### config.mk
export PLATFORM = sky130hd
export DESIGN_NAME = tt_um_modcounter_shivam
export DESIGN_NICKNAME = d
export VERILOG_FILES = /design/src/rtl/tt_um_modcounter_shivam.sv
export SDC_FILE = /design/constraint.sdc
export NUM_CORES = 1
export LEC_CHECK = 0
export ABC_CLOCK_PERIOD_IN_PS = 3100
export CAP_MARGIN = 20
export CORE_MARGIN = 2
export CORE_UTILIZATION = 50
export CTS_CLUSTER_SIZE = 8
export DETAILED_ROUTE_END_ITERATION = 7
export PLACE_DENSITY_LB_ADDON = 0.25
export RECOVER_POWER = 50
export SKIP_LAST_GASP = 1
export SLEW_MARGIN = 10
export SYNTH_ARGS = -nofsm -noshare
export SYNTH_HDL_FRONTEND = slang
export SYNTH_SLANG_ARGS = --single-unit
### constraint.sdc
create_clock -name clk -period 3.1 [get_ports clk]
set_input_delay 0.31 -clock clk [delete_from_list [all_inputs] [get_ports clk]]
set_output_delay 0.31 -clock clk [all_outputs]
set_load 0.05 [all_outputs]
### src/rtl/tt_um_modcounter_shivam.sv
// Modulo-N up/down timer/counter tile with prescaler, one-shot mode, compare output
// and sticky terminal flag. All state is synchronous to clk apart from the async reset.
module tt_um_modcounter_shivam #(
    parameter int WIDTH  = 8,
    parameter int MODULO = 2 ** WIDTH,
    parameter int PW     = 4
) (
    input  logic             clk,
    input  logic             rst,
    input  logic             en,
    input  logic             clr,
    input  logic             load,
    input  logic [WIDTH-1:0] load_val,
    input  logic             up,
    input  logic             mode,
    input  logic [PW-1:0]    presc,
    input  logic [WIDTH-1:0] cmp_val,
    output logic [WIDTH-1:0] count,
    output logic             tc,
    output logic             match,
    output logic             wrapped,
    output logic             done
);

    if (MODULO < 2 || MODULO > (2 ** WIDTH)) begin : gBadModulo
        $error("tt_um_modcounter_shivam: MODULO must lie in 2 .. 2**WIDTH");
    end

    localparam logic [WIDTH-1:0] TERM_MAX = WIDTH'(MODULO - 1);

    logic [WIDTH-1:0] count_q, count_d;
    logic [PW-1:0]    pcnt_q, pcnt_d;
    logic             tc_q, tc_d;
    logic             wrapped_q, wrapped_d;
    logic             done_q, done_d;
    logic             tick;
    logic             atTerminal;

    // A pcnt above a freshly lowered presc simply runs on through its natural wrap.
    assign tick       = en && (pcnt_q == presc);
    assign atTerminal = up ? (count_q == TERM_MAX) : (count_q == '0);

    always_ff @(posedge clk or posedge rst) begin
        if (rst) begin
            count_q   <= '0;
            pcnt_q    <= '0;
            tc_q      <= 1'b0;
            wrapped_q <= 1'b0;
            done_q    <= 1'b0;
        end else begin
            count_q   <= count_d;
            pcnt_q    <= pcnt_d;
            tc_q      <= tc_d;
            wrapped_q <= wrapped_d;
            done_q    <= done_d;
        end
    end

    // Edge priority is clear, then load, then prescaler tick.
    always_comb begin
        count_d   = count_q;
        pcnt_d    = pcnt_q;
        tc_d      = 1'b0;
        wrapped_d = wrapped_q;
        done_d    = done_q;
        if (clr) begin
            count_d   = '0;
            pcnt_d    = '0;
            wrapped_d = 1'b0;
            done_d    = 1'b0;
        end else if (load) begin
            count_d = (load_val > TERM_MAX) ? TERM_MAX : load_val;
            pcnt_d  = '0;
            done_d  = 1'b0;
        end else begin
            if (tick) begin
                pcnt_d = '0;
            end else if (en) begin
                pcnt_d = pcnt_q + PW'(1);
            end
            if (tick && !done_q) begin
                if (atTerminal) begin
                    tc_d      = 1'b1;
                    wrapped_d = 1'b1;
                    if (mode) begin
                        done_d = 1'b1;
                    end else begin
                        count_d = up ? '0 : TERM_MAX;
                    end
                end else begin
                    count_d = up ? (count_q + WIDTH'(1)) : (count_q - WIDTH'(1));
                end
            end
        end
    end

    assign count   = count_q;
    assign tc      = tc_q;
    assign wrapped = wrapped_q;
    assign done    = done_q;
    assign match   = (cmp_val <= TERM_MAX) && (count_q == cmp_val);

endmodule

==> results of run 1 <==
## metrics by stage
stage	hold WS, ns	instance area, sq um
final	0.485	1660
after global routing	0.521	1660
after CTS	0.394	1660
after detailed placement	0.475	1630
after global placement	0.464	1630
after floorplan	0.211	1230
## path summary, 6_finish.rpt
kind | slack (ns) | start | endpoint | cells past startpoint
worst max-delay path | 0.66 | up | count[6] | 9
worst min-delay path | 0.48 | wrapped | wrapped | 1
worst max register to register | 0.96 | count[2] | count[6] | 7
worst min register to register | 0.48 | wrapped | wrapped | 1
max in group asynchronous | 2.20 | rst | count[3] | 2
min in group asynchronous | 0.52 | rst | count[0] | 2
## cell families after synthesis
group	after synthesis
flip-flops	15
buffers and inverters	10
multiplexers	3
AND/OR/NAND/NOR	49
AO/OA/AOI/OAI	42
XOR/XNOR	13
adder cells (fa/ha/maj)	8
## report_power, final
part	leakage (nW)	switching, mW	internal [mW]	total (mW)
logic	0.495	0.175	0.151	0.326
clock network	0.0150	0.0600	0.0499	0.110
registers	0.199	0.0383	0.212	0.251
total	0.709	0.273	0.413	0.686
## final cells by class
cell class / count / area, sq um / share of cell area, %
clock buffer: 4 / 26.3 / 1.58
multi-input combinational: 115 / 813 / 49.0
sequential: 15 / 375 / 22.6
tap: 30 / 37.5 / 2.26
timing repair buffer: 38 / 380 / 22.9
inverter: 7 / 26.3 / 1.58
## per-layer routing
metal  vias to the layer above  part of all wire (%)
met5                         -                     0
met4                         0                  0.41
met3                         3                   5.1
met2                        39                    52
met1                       572                    42
li1                        588                     -
## cell usage in the layout (no fill, tap or decap), types with 2 or more instances in the layout
cell type,count
xnor2_1,12
ha_1,7
nand2_1,12
a21oi_1,15
or3_1,5
a21o_1,4
nor2b_1,5
clkdlybuf4s50_1,35
nor3_1,2
o21ai_0,7
o21a_1,3
dlygate4sd3_1,3
and3_1,2
nand3_1,4
and2_1,2
dfrtp_1,15
mux2_2,3
clkbuf_4,3
inv_1,7
nor2_1,6
nand4_1,5
## sequential cells by signal (all words and copies together), names as in the netlist
name,cells
count,8
done,1
pcnt_q,4
tc,1
wrapped,1
==> results.yml, run 1 <==
sta:
  hold_viol: 0
  slew_headroom_pct: 46.7
  period_share_pct: 78.7
  finalMaxSlewViolations: 0
  setup-tns-final_ns: 0
  layout_setup_ws_ns: 0.659
  fin_crit_ns: 2.44
  fmax_ghz: 0.410
  rsz0062_at_grt: "false"
  tightest_slew_ns: 0.798
  finClkSkew_ns: 0.00589
  setup_violations: 0
outcome:
  outcome: "complete, no violations"
global_route:
  gr-usage-met1_pct: 28.4
  grt.total_usage_pct: 23.9
  grt_pass1_vias: 1175
  top_usage_layer: "met2"
  met3_usage_pct: 5.83
  grt_antenna_before_repair: 0
  gr-total-overflow: 0
  grt_pass1_wl_mm: 5.07
  grt_max_degree: 16
  use_met2_pct: 43.9
synth:
  synth_compound_area_share_pct: 24.3
  synth_top_family_by_area: "compound AO/OA/AOI/OAI gates"
  synth-edff-count: 0
  ys_seq_elements: 15
  synth_area_leaders: "dfrtp_1 30%, xnor2_1 8.5%, ha_1 7.1%"
  synthAdderAreaFrac_pct: 8.71
  synth_xor_area_share_pct: 9.22
  yosysUniqueCellTypes: 42
  ys.flop_type: "dfrtp_1"
  synthCells: 140
  synth_area_per_cell_sq_um: 8.82
  yosys.area_share.simple_pct: 20.9
  synth_nets: 175
  synth_top_cell_by_area: "dfrtp_1"
  yosys_warnings: 0
  muxShareOfSynthArea_pct: 2.74
  yosysTopAreaCellShare_pct: 30.4
  async_reset_ff_share_pct: 100
  synth_commonest_cells: "15 x a21oi_1, 15 x dfrtp_1, 12 x nand2_1, 12 x xnor2_1"
  synthesis.area_sq_um: 1230
  yosysSeqAreaShare_pct: 30.4
worst_setup_path:
  max_stage_delay_ns: 0.57
  crit_path_end_kind: "register"
  cp_slowest_cell: "clkdlybuf4s50_1"
  crit_family: "buffers and inverters"
  path_buf_inv: 2
  crit_chain: "clkdlybuf4s50_1, inv_1, ha_1, nor2b_1, o31a_1, o21a_1, or3_1, a21oi_1, o31ai_2"
  required_ns: 3.26
  critical_path_class: "input pin to register"
  crit_arrival_ns: 2.60
  worst_setup_path_start_kind: "input pin"
  critical_path_peak_fanout: 7
clocking:
  cts_tree: "built"
  ctsResizeCount: 0
  clock_tree.root_cell: "clkbuf_4"
  path_clk_slew_ns: 0.08
  insertion_delay_ns: 0.28
  cts_buffers: 3
  hold_buffers: 0
  postCtsSetupBuffers: 0
  clockBufferDepth: 2
  cts_sinks: 15
  cts_max_level: 1
drt:
  vias_per_cell: 5.75
  post_drt_wl_per_cell_microns: 15.3
  antenna_left: 0
  drt_wl_total_mm: 3.20
  dr.pass1.iters: 4
  drc_errors: 0
  num_vias: 1202
  first_iter_violations: 24
placed_design:
  hpwl_mm: 2.52
  place.gp.congestion: 0.888
  dpl_worst_slack_ns: 0.394
  dp_cells: 205
  portBuffers: 38
floorplanning:
  row_count: 18
  core-area_sq_um: 2410
  initial_core_util_pct: 51.2
  chipHeight_microns: 53.7
  dieArea_sq_um: 2880
  fp.dieW_microns: 53.7
  io_pins: 39
cells_and_area:
  fin_nets: 215
  fin_cells: 209
  fillCellCount: 198
  syn_to_final_growth_pct: 34.3
  drive_gt1_share_pct: 7.82
  finish.utilization_pct: 68.8
  antennaDiodeCount: 0
min_path:
  hp-class: "register to register"
run:
  drv_cap: 0
power_and_ir_drop:
  leakage_nw: 0.709
  peakVddDrop_v: 0.000466
  power.total_mw: 0.686
  powerDensity_nw_per_um2: 414
(Power assumes the default switching activity.)
==> inputs of run 2 (changes only) <==
--- a/config.mk
+++ b/config.mk
@@ -5,10 +5,10 @@
 export SDC_FILE = /design/constraint.sdc
 export NUM_CORES = 1
 export LEC_CHECK = 0
-export ABC_CLOCK_PERIOD_IN_PS = 3100
+export ABC_CLOCK_PERIOD_IN_PS = 2000
 export CAP_MARGIN = 20
 export CORE_MARGIN = 2
-export CORE_UTILIZATION = 50
+export CORE_UTILIZATION = 42
 export CTS_CLUSTER_SIZE = 8
 export DETAILED_ROUTE_END_ITERATION = 7
 export PLACE_DENSITY_LB_ADDON = 0.25
==> constraint.sdc (replaced) <==
create_clock -name clk -period 2 [get_ports clk]
set_input_delay 0.2 -clock clk [delete_from_list [all_inputs] [get_ports clk]]
set_output_delay 0.2 -clock clk [all_outputs]
set_load 0.05 [all_outputs]
==> run 2 against run 1 <==
Sequential power up 57%. Count of clock-buffer cells in the layout unchanged. Critical endpoint is now count[7]. Combinational power up 90%. The run now ends with negative setup slack left. Largest power group unchanged. Final cell count up 11%. Critical path type is now register to register. Critical path depth down 2. Utilization up 0.97 points. Cell area up 17%. First-iteration DRC count up 29%. Die area up 18%. Power up 73%. Non-clock buffer count up 22.
==> results.yml, run 2 (synthesis results as in run 1) <==
global_route:
  grt.total_usage_pct: 22.7
  grt_pass1_wl_mm: 5.87
  grt_antenna_before_repair: 0
  grt_max_degree: 16
  grt_pass1_vias: 1304
  gr-total-overflow: 0
clocking:
  cts_tree: "built"
  cts_max_level: 1
  clock_tree.root_cell: "clkbuf_4"
  clockBufferDepth: 2
  insertion_delay_ns: 0.28
  hold_buffers: 0
  cts_sinks: 15
  cts_buffers: 3
  path_clk_slew_ns: 0.08
worst_setup_path:
  critical_path_class: "register to register"
  required_ns: 2.20
  crit_chain: "ha_4, a21o_1, nand4_1, and3_4, or3_4, a31o_4, a211oi_2"
  ff2ff_setup_slack_ns: -0.02
  crit_path_end_kind: "register"
  ff2ff_path_depth: 7
  reg2reg_from: "count[1]"
  reg2reg_to: "count[7]"
  crit_arrival_ns: 2.22
  critical_path_peak_fanout: 4
  cp_slowest_cell: "dfrtp_2"
  max_stage_delay_ns: 0.46
  worst_setup_path_start_kind: "register"
sta:
  setup-tns-final_ns: -0.0171
  fin_crit_ns: 2.02
  fmax_ghz: 0.496
  layout_setup_ws_ns: -0.0171
  rsz0062_at_grt: "true"
  period_share_pct: 101
  setup_violations: 1
  tightest_slew_ns: 0.590
  hold_viol: 0
  finClkSkew_ns: 0.000836
  slew_headroom_pct: 60.7
  finalMaxSlewViolations: 0
cells_and_area:
  mostFrequentLayoutCells: "33 x clkdlybuf4s50_1, 21 x buf_4, 14 x a21oi_1"
  syn_to_final_growth_pct: 57.2
  layout.cells.most_common: "clkdlybuf4s50_1"
  ff_latch_area_sq_um: 385
  drive_gt1_share_pct: 28.7
  finish.utilization_pct: 69.8
  largest_reg_flops: 8
  multi_input_area_sq_um: 915
  fillCellCount: 234
  antennaDiodeCount: 0
  fin_nets: 238
  fin_cells: 233
outcome:
  outcome: "finished, violations left"
  violations: "negative setup slack"
floorplanning:
  fp.dieW_microns: 58.2
  dieArea_sq_um: 3390
  row_count: 19
  chipHeight_microns: 58.2
  io_pins: 39
  initial_core_util_pct: 44.4
  core-area_sq_um: 2780
placed_design:
  dp_cells: 227
  dpl_worst_slack_ns: -0.392
  hpwl_mm: 2.76
  portBuffers: 38
  place.gp.congestion: 0.879
drt:
  antenna_left: 0
  drc_errors: 0
  post_drt_wl_per_cell_microns: 15.8
  vias_per_cell: 5.76
  dr.pass1.iters: 4
  drt_wl_total_mm: 3.68
  first_iter_violations: 31
  num_vias: 1342
min_path:
  hp-class: "input pin to asynchronous set/reset pin"
power_and_ir_drop:
  powerDensity_nw_per_um2: 612
  peakVddDrop_v: 0.000470
  leakage_nw: 0.816
run:
  drv_cap: 0
-- run 2: cell types whose count changed in the layout (fill, tap and decap cells not counted), sizes merged --
cell	change
buf	+22
clkdlybuf4s50	-2
clkbuf	+1
dlygate4sd2	+1
o31a	+1
-- run 2: cell type report --
class                           count  area share (%)
Clock buffer                        4            1.35
Inverter                            7            1.35
Multi-Input combinational cell    116            47.1
Sequential cell                    15            19.8
Tap cell                           31            2.00
Timing Repair Buffer               60            28.4
-- run 2: where the power goes --
| part | switching [mW] | internal [mW] |
|---|---|---|
| registers | 0.0590 | 0.335 |
| logic | 0.300 | 0.322 |
| clock network | 0.0954 | 0.0775 |
| total | 0.454 | 0.734 |
-- run 2: per-layer routing --
| layer | share of wire, % | vias to the layer above | GRT usage [%] |
|---|---|---|---|
| li1 | - | 635 | - |
| met3 | 7.5 | 5 | 5.58 |
| met1 | 43 | 644 | 28.6 |
| met2 | 49 | 58 | 39.3 |
| met5 | 0 | - | 0 |
| met4 | 0.68 | 0 | 4.98 |
-- run 2: worst max-delay path by stage --
stage               slack (ns)     start  endpoint  cells after the start
floorplan               -0.008  count[0]  count[6]                      8
global placement         -0.34        up  count[7]                      9
detailed placement       -0.39        up  count[7]                      9
CTS                       0.02  count[1]  count[7]                      7
global route             -0.08  count[1]  count[7]                      7
finish                   -0.02  count[1]  count[7]                      7
-- run 2: critical path: cells and delay by family, from the launching register on --
family | cells | cell delay [ns]
DFF | 1 | 0.46
and+or+nand+nor | 3 | 0.63
adders and majority gates | 1 | 0.27
AOI/OAI and AO/OA | 3 | 0.57
-- run 2: timing repair --
action                     in CTS  in global routing
pin swaps                       3                  7
cloned                          0                  1
setup buffers                   1                  0
setup endpoints to repair       2                  6
resized for setup               4                 10
-- run 2: stage by stage --
step	hold WS, ns	area [sq um]	power (mW)
after floorplan	0.101	1280	0.738
after global placement	0.473	1840	0.964
after detailed placement	0.481	1840	0.975
after CTS	0.296	1890	1.16
after global routing	0.465	1940	1.27
final	0.417	1940	1.19
==> inputs of run 3 (changes only) <==
--- a/config.mk
+++ b/config.mk
@@ -11,8 +11,9 @@
 export CORE_UTILIZATION = 42
 export CTS_CLUSTER_SIZE = 8
 export DETAILED_ROUTE_END_ITERATION = 7
-export PLACE_DENSITY_LB_ADDON = 0.25
+export PLACE_DENSITY = 0.86
 export RECOVER_POWER = 50
+export REMOVE_ABC_BUFFERS = 1
 export SKIP_LAST_GASP = 1
 export SLEW_MARGIN = 10
 export SYNTH_ARGS = -nofsm -noshare
==> run 3 against run 2 <==
The flow still finishes with violations (negative setup slack). Utilization is 0.90 points higher. Routed wire length increased by 13%. Register-to-register slack about the same. Cell area rose by 1.3%. Clock power grew 4%. Sequential power fell by 5.6%. Clock skew rose by 0.0019 ns. Non-clock buffer count grew 7. Die area is the same. Setup slack got worse by 0.012 ns. Global-route usage increased by 2.3 points.
==> results.yml, run 3 (synthesis results as in run 1) <==
outcome:
  outcome: "finished, violations left"
  violations: "negative setup slack"
sta:
  layout_setup_ws_ns: -0.0289
  rsz0062_at_grt: "true"
  finClkSkew_ns: 0.00276
  fin_crit_ns: 2.03
  setup_violations: 3
  hold_viol: 0
  finalMaxSlewViolations: 0
  slew_headroom_pct: 60.3
  period_share_pct: 101
  fmax_ghz: 0.493
  tightest_slew_ns: 0.595
  fin_hold_ws_ns: 0.403
floorplanning:
  row_count: 19
  initial_core_util_pct: 44.4
  dieArea_sq_um: 3390
  core-area_sq_um: 2780
  fp.dieW_microns: 58.2
  io_pins: 39
  chipHeight_microns: 58.2
worst_setup_path:
  cp_slowest_cell: "dfrtp_2"
  crit_arrival_ns: 2.23
  crit_family: "simple AND/OR/NAND/NOR gates"
  crit_path_end_kind: "register"
  worst_setup_path_start_kind: "register"
  path_buf_inv: 0
  critical_path_peak_fanout: 4
  crit_chain: "ha_1, a21o_1, nand4_1, and3_1, or3_1, a31o_2, a211oi_2"
  max_stage_delay_ns: 0.45
  required_ns: 2.20
  critical_path_class: "register to register"
power_and_ir_drop:
  leakage_nw: 0.858
  peakVddDrop_v: 0.000510
  power.total_mw: 1.22
  powerDensity_nw_per_um2: 621
cells_and_area:
  finish.instance_area_sq_um: 1970
  drive_gt1_share_pct: 28.7
  fin_nets: 245
  layout.cells.most_common: "clkdlybuf4s50_1"
  antennaDiodeCount: 0
  syn_to_final_growth_pct: 59.3
  finish.utilization_pct: 70.7
  mostFrequentLayoutCells: "35 x clkdlybuf4s50_1, 28 x buf_4, 13 x dfrtp_1"
  fin_cells: 240
  largest_reg_flops: 8
placed_design:
  dpl-instance-area_sq_um: 1840
  hpwl_mm: 3.03
  place.gp.congestion: 0.929
  portBuffers: 38
  dp_cells: 232
clocking:
  path_clk_slew_ns: 0.09
  clock_tree.root_cell: "clkbuf_4"
  cts_sinks: 15
  cts_max_level: 1
  insertion_delay_ns: 0.29
  cts_buffers: 3
  hold_buffers: 0
  cts_tree: "built"
  clockBufferDepth: 2
global_route:
  gr-total-overflow: 0
  grt_pass1_wl_mm: 6.51
  grt_max_degree: 16
  grt_antenna_before_repair: 0
  grt.total_usage_pct: 25.0
  grt_pass1_vias: 1507
drt:
  first_iter_violations: 44
  vias_per_cell: 5.95
  num_vias: 1427
  dr.pass1.iters: 4
  drt_wl_total_mm: 4.18
  antenna_left: 0
  post_drt_wl_per_cell_microns: 17.4
  drc_errors: 0
min_path:
  hp-class: "input pin to asynchronous set/reset pin"
run:
  drv_cap: 0
-- run 3: changes by cell type in the layout (fill, tap and decap cells not counted), sizes merged --
cell / change
buf: +7
clkdlybuf4s50: +2
dlygate4sd3: -2
dlygate4sd2: -1
dlymetal6s2s: +1
-- run 3: per-stage QoR --
| step | setup WS (ns) | TNS (ns) |
|---|---|---|
| finish | -0.0289 | -0.0449 |
| global route | -0.0997 | -0.505 |
| CTS | -0.0175 | -0.0175 |
| detailed placement | -0.399 | -2.14 |
| global placement | -0.312 | -1.53 |
| floorplan | -0.254 | -0.711 |
-- run 3: repair_timing --
item,in CTS,in global routing
endpoints found under the hold margin,0,0
setup endpoints to repair,4,9
buffers inserted,0,3
cloned,0,1
pin swaps,2,1
resized for setup,9,10
-- run 3: worst paths after layout --
| path | cells after the start | from | endpoint | slack [ns] |
|---|---|---|---|---|
| hold reg to reg | 1 | wrapped | wrapped | 0.49 |
| setup / recovery | 7 | count[1] | count[7] | -0.03 |
| setup reg to reg | 7 | count[1] | count[7] | -0.03 |
| max in group asynchronous | 2 | rst | count[2] | 1.17 |
| hold / removal | 2 | rst | pcnt_q[2] | 0.40 |
| min in group clk | 1 | wrapped | wrapped | 0.49 |
-- run 3: area by class of cell --
type	instances	area [sq um]
clock buffers	4	26.3
well taps	31	38.8
flip-flops and latches	15	378
multi-input cells	116	888
inverters	7	28.8
fillers	200	815
repair buffers	67	607
-- run 3: report_power, final --
| group | total (mW) | internal (mW) | leakage (nW) | switching (mW) |
|---|---|---|---|---|
| combinational | 0.670 | 0.333 | 0.647 | 0.336 |
| clock | 0.180 | 0.0775 | 0.0150 | 0.102 |
| sequential | 0.372 | 0.331 | 0.196 | 0.0408 |
| total | 1.22 | 0.742 | 0.858 | 0.479 |
-- run 3: routing by layer --
| layer | global-route usage [%] | vias to the layer above | share of wire (%) |
|---|---|---|---|
| li1 | - | 650 | - |
| met1 | 28.6 | 702 | 39 |
| met2 | 45.5 | 61 | 52 |
| met3 | 4.24 | 14 | 6.8 |
| met4 | 10.6 | 0 | 2.6 |
| met5 | 0 | - | 0 |
